[config.mk]
export PLATFORM = sky130hd
export DESIGN_NAME = contador_mod_tick
export DESIGN_NICKNAME = d
export VERILOG_FILES = /design/src/rtl/contador_mod_tick_pkg.sv /design/src/rtl/contador_mod_tick_tick_gen.sv /design/src/rtl/contador_mod_tick.sv
export SDC_FILE = /design/constraint.sdc
export NUM_CORES = 1
export LEC_CHECK = 0
export BUFFER_PORTS_ARGS = -buffer_cell sky130_fd_sc_hd__buf_4
export CAP_MARGIN = 25
export CORE_ASPECT_RATIO = 0.75
export CORE_UTILIZATION = 30
export DETAILED_ROUTE_END_ITERATION = 8
export GPL_ROUTABILITY_DRIVEN = 0
export MAX_ROUTING_LAYER = met4
export PLACE_DENSITY = 0.55
export SETUP_SLACK_MARGIN = 0.5
export SLEW_MARGIN = 30
export SYNTH_ARGS = -nofsm -noshare
export SYNTH_HDL_FRONTEND = slang
export SYNTH_SLANG_ARGS = --single-unit
[constraint.sdc]
create_clock -name clk -period 3.1 [get_ports clk]
set_clock_uncertainty 0.2 [all_clocks]
set_input_delay 0.155 -clock clk [delete_from_list [all_inputs] [get_ports clk]]
set_output_delay 0.155 -clock clk [all_outputs]
set_load 0.05 [all_outputs]
[src/rtl/contador_mod_tick_pkg.sv]
// ---------------------------------------------------------------------------
// contador_mod_tick_pkg
// Shared constants for the modulo-N tick counter and its prescaler.
//   DIR_UP / DIR_DOWN    : encoding of the up_down input
//   DEFAULT_MODULUS      : 0..25 sequence of the original counter
//   DEFAULT_PRESCALE     : one tick per second on the 50 MHz board clock
//   DEFAULT_PS_WIDTH     : prescaler width able to hold DEFAULT_PRESCALE-1
// ---------------------------------------------------------------------------
package contador_mod_tick_pkg;

  localparam logic DIR_UP   = 1'b1;
  localparam logic DIR_DOWN = 1'b0;

  localparam int DEFAULT_WIDTH    = 8;
  localparam int DEFAULT_MODULUS  = 26;
  localparam int DEFAULT_PRESCALE = 50_000_000;
  localparam int DEFAULT_PS_WIDTH = 26;

endpackage : contador_mod_tick_pkg

[src/rtl/contador_mod_tick_tick_gen.sv]
// ---------------------------------------------------------------------------
// tick_gen
// Free-running prescaler producing a one-cycle enable strobe every PRESCALE
// clk cycles. Everything stays in the clk domain; no derived clock is made.
// Ports:
//   clk  : system clock, rising edge
//   rst  : synchronous active-high reset (prescaler back to 0)
//   tick : high for one clk when the prescaler reaches PRESCALE-1
//          (constantly high when PRESCALE = 1)
// Parameters:
//   PRESCALE : clk cycles per tick, >= 1
//   PS_WIDTH : prescaler width, 2**PS_WIDTH >= PRESCALE
// ---------------------------------------------------------------------------
module tick_gen
  import contador_mod_tick_pkg::*;
#(
  parameter int PRESCALE = DEFAULT_PRESCALE,
  parameter int PS_WIDTH = DEFAULT_PS_WIDTH
) (
  input  logic clk,
  input  logic rst,
  output logic tick
);

  localparam logic [PS_WIDTH-1:0] PS_LAST = PS_WIDTH'(PRESCALE - 1);

  logic [PS_WIDTH-1:0] ps_q;
  logic [PS_WIDTH-1:0] ps_d;

  // Combinational from the registered prescaler so the strobe lines up with
  // the edge at which the counter consumes it.
  assign tick = (ps_q == PS_LAST);

  always_comb begin
    ps_d = ps_q + PS_WIDTH'(1);
    if (tick) begin
      ps_d = '0;
    end
  end

  always_ff @(posedge clk) begin
    if (rst) begin
      ps_q <= '0;
    end else begin
      ps_q <= ps_d;
    end
  end

endmodule : tick_gen

[src/rtl/contador_mod_tick.sv]
// ---------------------------------------------------------------------------
// contador_mod_tick
// Parametrised modulo-MODULUS up/down counter advanced by an internal
// prescaler strobe. Adds synchronous clear, hold, a registered terminal-count
// pulse and, when CONTADOR_LOAD_EN is defined, a clamped parallel load.
// Ports:
//   clk        : system clock, rising edge
//   rst        : synchronous active-high reset
//   hold       : 1 freezes count (prescaler keeps running, ticks are dropped)
//   up_down    : 1 = count up, 0 = count down
//   clear      : synchronous clear of count
//   load       : parallel load strobe        (CONTADOR_LOAD_EN only)
//   load_value : load data, clamped to MODULUS-1 (CONTADOR_LOAD_EN only)
//   count      : current count, registered
//   tick       : prescaler strobe
//   tc         : registered one-cycle pulse on the wrap cycle
// Update priority: rst > clear > load > (tick & !hold) > hold value.
// ---------------------------------------------------------------------------
module contador_mod_tick
  import contador_mod_tick_pkg::*;
#(
  parameter int WIDTH    = DEFAULT_WIDTH,
  parameter int MODULUS  = DEFAULT_MODULUS,
  parameter int PRESCALE = DEFAULT_PRESCALE,
  parameter int PS_WIDTH = DEFAULT_PS_WIDTH
) (
  input  logic             clk,
  input  logic             rst,
  input  logic             hold,
  input  logic             up_down,
  input  logic             clear,
`ifdef CONTADOR_LOAD_EN
  input  logic             load,
  input  logic [WIDTH-1:0] load_value,
`endif
  output logic [WIDTH-1:0] count,
  output logic             tick,
  output logic             tc
);

  // MODULUS may equal 2**WIDTH, so the top value is formed from MODULUS-1
  // and the wrap is an explicit compare, never a natural overflow.
  localparam logic [WIDTH-1:0] CNT_MAX = WIDTH'(MODULUS - 1);

  logic [WIDTH-1:0] count_q;
  logic [WIDTH-1:0] count_d;
  logic             tc_q;
  logic             tc_d;

  tick_gen #(
    .PRESCALE (PRESCALE),
    .PS_WIDTH (PS_WIDTH)
  ) u_tick_gen (
    .clk  (clk),
    .rst  (rst),
    .tick (tick)
  );

  always_comb begin
    count_d = count_q;
    tc_d    = 1'b0;
    if (clear) begin
      count_d = '0;
    end
`ifdef CONTADOR_LOAD_EN
    else if (load) begin
      count_d = (load_value > CNT_MAX) ? CNT_MAX : load_value;
    end
`endif
    else if (tick && !hold) begin
      if (up_down == DIR_UP) begin
        // >= also recovers cleanly if count were ever above the top value
        if (count_q >= CNT_MAX) begin
          count_d = '0;
          tc_d    = 1'b1;
        end else begin
          count_d = count_q + WIDTH'(1);
        end
      end else begin
        if (count_q == '0) begin
          count_d = CNT_MAX;
          tc_d    = 1'b1;
        end else begin
          count_d = count_q - WIDTH'(1);
        end
      end
    end
  end

  always_ff @(posedge clk) begin
    if (rst) begin
      count_q <= '0;
      tc_q    <= 1'b0;
    end else begin
      count_q <= count_d;
      tc_q    <= tc_d;
    end
  end

  assign count = count_q;
  assign tc    = tc_q;

endmodule : contador_mod_tick

# [Yosys cells after proc, flatten, opt, wreduce, memory -nomap -nowiden]
# Index checks and enable logic that the tools add are counted.
[totals] ff_bits=35 in_bits=5
[op_classes] n_addsub=3 mux=6 n_eq_ne=1 bitwise=1 n_reduce_logical=6 magnitude_cmp=1
[op_table] cell="adder 26 x 1 -> 26 bit, second input constant" n=1
[op_table] cell="equality test 26 bit, second input constant" n=1
[op_table] cell="two-way mux 8 bit" n=3
[op_table] cell="adder 8 x 1 -> 8 bit, second input constant" n=1
[op_table] cell="greater-or-equal comparator 8 x 5 -> 1 bit, second input constant" n=1
[op_table] cell="zero test 8 bit" n=1
[op_table] cell="subtractor 8 x 1 -> 8 bit, second input constant" n=1
[op_table] cell="OR reduction 2 bit" n=2
[op_table] cell="two-way mux 1 bit" n=3
[op_table] cell="OR reduction 3 bit" n=1
[op_table] cell="logical AND 1 bit" n=1
[op_table] cell="zero test 1 bit" n=1
[op_table] cell="NOT 1 bit" n=1

# [Depth between registers and ports, before layout]
[depth] depth_word=4 mapped_depth=8 mapped_depth_nobuf=7

# [Hierarchy]
# Synthesis repeated with hierarchy kept, for this count alone.
[unflattened] cells_unflattened=226 hier_area_um2=1906.8
[by_module_without_submodules] module="tick_gen" area_per_inst_um2=1257.5 cells_each=147 n_inst=1
[by_module_without_submodules] module="contador_mod_tick" area_per_inst_um2=649.4 cells_each=79 n_inst=1

# [Worst setup path after synthesis]
# Ideal clock, no wire load.
[synth_path] path_kind="reg2reg" from="register u_tick_gen.ps_q[8]" to="register u_tick_gen.ps_q[10]" arrival_time_ps=2123 setup_time_ps=115 stages_incl_launch_ff=8 setup_slack_ps=663 n_path_buf=2 t_required_ps=2785 path_cell_list="dfxtp_1 or4b_1 nor4_2 and4_1 or2_1 buf_4 buf_6 nor2_1"
[synth_between] elab_chain_len=2
[synth_lines] item="from (decl)" line_no="contador_mod_tick_tick_gen.sv:27" text="logic [PS_WIDTH-1:0] ps_q;"
[synth_lines] item="from (signal assigned)" line_no="contador_mod_tick_tick_gen.sv:45" text="ps_q <= ps_d;"
[synth_lines] item="equality test 26 bit" line_no="contador_mod_tick_tick_gen.sv:32" text="assign tick = (ps_q == PS_LAST);"
[synth_lines] item="named net tick" line_no="contador_mod_tick.sv:37" text="output logic tick,"
[synth_lines] item="OR reduction 2 bit (no source line)"
# The timed path passes the listed nets, and every way through them passes these cells.
# A chain may end at the register's enable or synchronous reset.

# [Final worst setup path]
[layout_path] from="register u_tick_gen.ps_q[8]" to="register count_q[0] (netlist: count[0])"
[layout_between] elab_chain_len=2
[layout_lines] item="equality test 26 bit" line_no="contador_mod_tick_tick_gen.sv:32"
[layout_lines] item="logical AND 1 bit" line_no="contador_mod_tick.sv:70" text="else if (tick && !hold) begin"
[layout_lines] item="to (signal assigned)" line_no="contador_mod_tick.sv:95" text="count_q <= count_d;"
[layout_lines] item="to (decl)" line_no="contador_mod_tick.sv:45" text="logic [WIDTH-1:0] count_q;"
# Every way passes these cells.

==> flow_metrics.env <==
export IMPL_cts_tree="done"
export IMPL_num_rows=24
export IMPL_maxSlewHeadroom=0.573
export IMPL_num_vias=1568
export IMPL_place_hpwl_mm=2.60
export IMPL_path_cells="or4b_1 -> nor4_2 -> nand4_1 -> o21ai_0 -> a21oi_1"
export IMPL_finalHoldViolations=0
export IMPL_io_buffer_count=14
export IMPL_drive_gt1_frac=0.121
export IMPL_min_path_type="in2reg"
export IMPL_holdPathStages=3
export IMPL_cts_sinks=35
export IMPL_wl_per_cell_um=12.0
export IMPL_synth_seq_cells=35
export IMPL_htreeDepth=2
export IMPL_grt_pass1_wl_mm=6.86
export IMPL_grt_pass1_vias=1444
export IMPL_grt_overflow=0
export IMPL_fin_crit_ns=2.35
export IMPL_fmax_mhz=425
export IMPL_grt_max_degree=20
export IMPL_vdd_drop_max_mv=0.220
export IMPL_core_area_sq_um=5830
export IMPL_clk_pin_slew_ns=0.07
export IMPL_drt_pass1_iterations=4
export IMPL_cp_arrival_ns=2.32
export IMPL_drtIter0Drc=91
export IMPL_vias_per_cell=4.95
export IMPL_leakage_nw=0.791
export IMPL_start_util=0.311
export IMPL_slew_viol_final=0
export IMPL_clockBufferDepth=2
export IMPL_tns_ns=0
export IMPL_routed_wl_mm=3.80
export IMPL_fp_dieH_um=69.3
export IMPL_status="complete, no violations"
export IMPL_synth_area_leaders="dfxtp_1, xor2_1, nor2_1, nand3_1, ha_1"
export IMPL_yosys_area_top_type="dfxtp_1"
export IMPL_drc_errors=0
export IMPL_antenna_found_initial=0
export IMPL_r2r_cells=5
export IMPL_cp_end_kind="flop"
export IMPL_numCtsBuffers=5
export IMPL_antenna_cells=0
export IMPL_dpl_instance_area_sq_um=1990
export IMPL_pre_cts_slack_ns=0.771
export IMPL_synth_area_per_cell_sq_um=8.21
export IMPL_cp_required_ns=3.07
export IMPL_worstSetupStartpointType="flop"
export IMPL_yosysWarnings=0
export IMPL_synth_seq_area_share=0.386
export IMPL_slowest_stage="or4b_1"
export IMPL_synthesis_nets=231
export IMPL_ant_nets=0
export IMPL_fin_nets=248
export IMPL_yosys_area_top_type_share=0.386
export IMPL_p_per_area_nw_per_um2=423
export IMPL_ios=15
export IMPL_final_setup_viol_count=0
export IMPL_ys_types=39
export IMPL_maxCapViolCount=0
export IMPL_cp_max_fo=9
export IMPL_syn_area_sq_um=1810
export IMPL_die_area_sq_um=6370
export IMPL_critPathMaxStageDelay_ns=0.54
export IMPL_fin_ws_ns=0.749
export IMPL_finalCritPeriodShare=0.758
export IMPL_insertion_delay_ns=0.29
export IMPL_final_area_sq_um=2120
export IMPL_criticalPathCategory="reg2reg"
export IMPL_track_usage=0.140
export IMPL_grt_setup_unrepaired="no"
export IMPL_syn_instance_count=221
export IMPL_root_buffer="clkbuf_8"
export IMPL_die_w_um=91.8
export IMPL_worst_slew_pin_slew_ns=0.636
export IMPL_area_growth_syn_to_layout_pct=16.8
-- metal layers --
layer | share of wire | track usage
met5 | 0 | -
met3 | 0.045 | 0.0362
met1 | 0.53 | 0.193
met2 | 0.41 | 0.196
met4 | 0.011 | 0.0521
-- power breakdown --
| group | internal (mW) | switching [mW] |
|---|---|---|
| clock | 0.239 | 0.171 |
| sequential | 0.453 | 0.00380 |
| combinational | 0.0124 | 0.0176 |
| total | 0.704 | 0.193 |
-- per-stage QoR --
stage / hold slack, ns / instances / util / power (mW)
2_1_floorplan: 0.0274 / 221 / - / 0.489
3_3_place_gp: 0.165 / 308 / 0.341 / 0.496
3_5_place_dp: 0.164 / 308 / 0.341 / 0.496
4_1_cts: 0.0401 / 317 / 0.362 / 0.918
5_1_grt: 0.0692 / 317 / 0.364 / 0.943
6_report: 0.0460 / 317 / 0.364 / 0.897
-- final cells by class --
class | instances | area [sq um]
well taps | 78 | 97.6
repair buffers | 18 | 138
fillers | 622 | 3710
clock inverters | 3 | 43.8
multi-input cells | 171 | 1040
clock buffers | 5 | 68.8
flip-flops and latches | 35 | 701
inverters | 7 | 26.3
-- Yosys cell counts --
library cell / instances
nor2_1: 37
dfxtp_1: 35
nand3_1: 18
xor2_1: 18
nand2_1: 15
nor3_1: 10
nand4_1: 9
a21oi_1: 8
o21ai_0: 8
inv_1: 7
xnor2_1: 6
and3_1: 5
and4_1: 5
ha_1: 5
and2_1: 3
clkbuf_1: 3
a31oi_1: 2
buf_4: 2
buf_6: 2
mux2i_1: 2
nor2b_1: 2
nor4_2: 2
a211oi_1: 1
a21boi_0: 1
a2bb2oi_1: 1
a31o_2: 1
a41oi_1: 1
buf_1: 1
nor3b_1: 1
nor4_1: 1
o2111ai_1: 1
o211ai_1: 1
o21a_1: 1
o21bai_1: 1
o221ai_1: 1
o41ai_1: 1
or2_1: 1
or2_2: 1
or4b_1: 1
-- flip-flops by register name (all words and copies together), names as in the netlist --
register / flops
count: 8
tc: 1
u_tick_gen.ps_q: 26
-- placed cells by master, fill, tap and decap left out, drive strengths merged, types with 2 or more instances in the layout --
cell    Yosys  final
and3        5      5
buf         5     17
mux2i       2      2
nor2       37     37
xnor2       6      6
dfxtp      35     35
nor4        3      3
a21oi       8      8
and4        5      5
inv         7      7
clkbuf      3      5
clkinv      0      2
xor2       18     18
nand3      18     18
or2         2      2
a31oi       2      2
o21ai       8      8
nor2b       2      2
nand4       9      9
nand2      15     15
nor3       10     10
ha          5      5
and2        3      3
-- kinds of logic after synthesis --
kind of cell             after synthesis  share of synthesized area
adder cells (fa/ha/maj)                5                     0.0345
XOR/XNOR                              24                      0.116
AO/OA/AOI/OAI                         29                      0.101
flip-flops                            35                      0.386
multiplexers                           2                     0.0110
AND/OR/NAND/NOR                      111                      0.308
buffers and inverters                 15                     0.0434
-- repair_timing --
action	CTS	global route
setup endpoints to repair	0	1
hold buffers	1	0
endpoints found under the hold margin	2	0
gates resized for setup	0	1
buffers inserted	0	0
-- worst paths after layout --
path	slack, ns	end	start
worst min-delay path	0.05	count[5]	clear
worst max-delay path	0.75	count[0]	u_tick_gen.ps_q[8]
worst min register to register	0.26	u_tick_gen.ps_q[0]	u_tick_gen.ps_q[0]
worst max register to register	0.75	count[0]	u_tick_gen.ps_q[8]
-- worst max-delay path: cells and delay by family, from the launching register on --
| kind | cells | cell delay (ns) |
|---|---|---|
| and+or+nand+nor | 3 | 1.30 |
| AOI/OAI and AO/OA | 2 | 0.39 |
| DFF | 1 | 0.34 |
No activity file was read; power rests on OpenSTA's default activity.
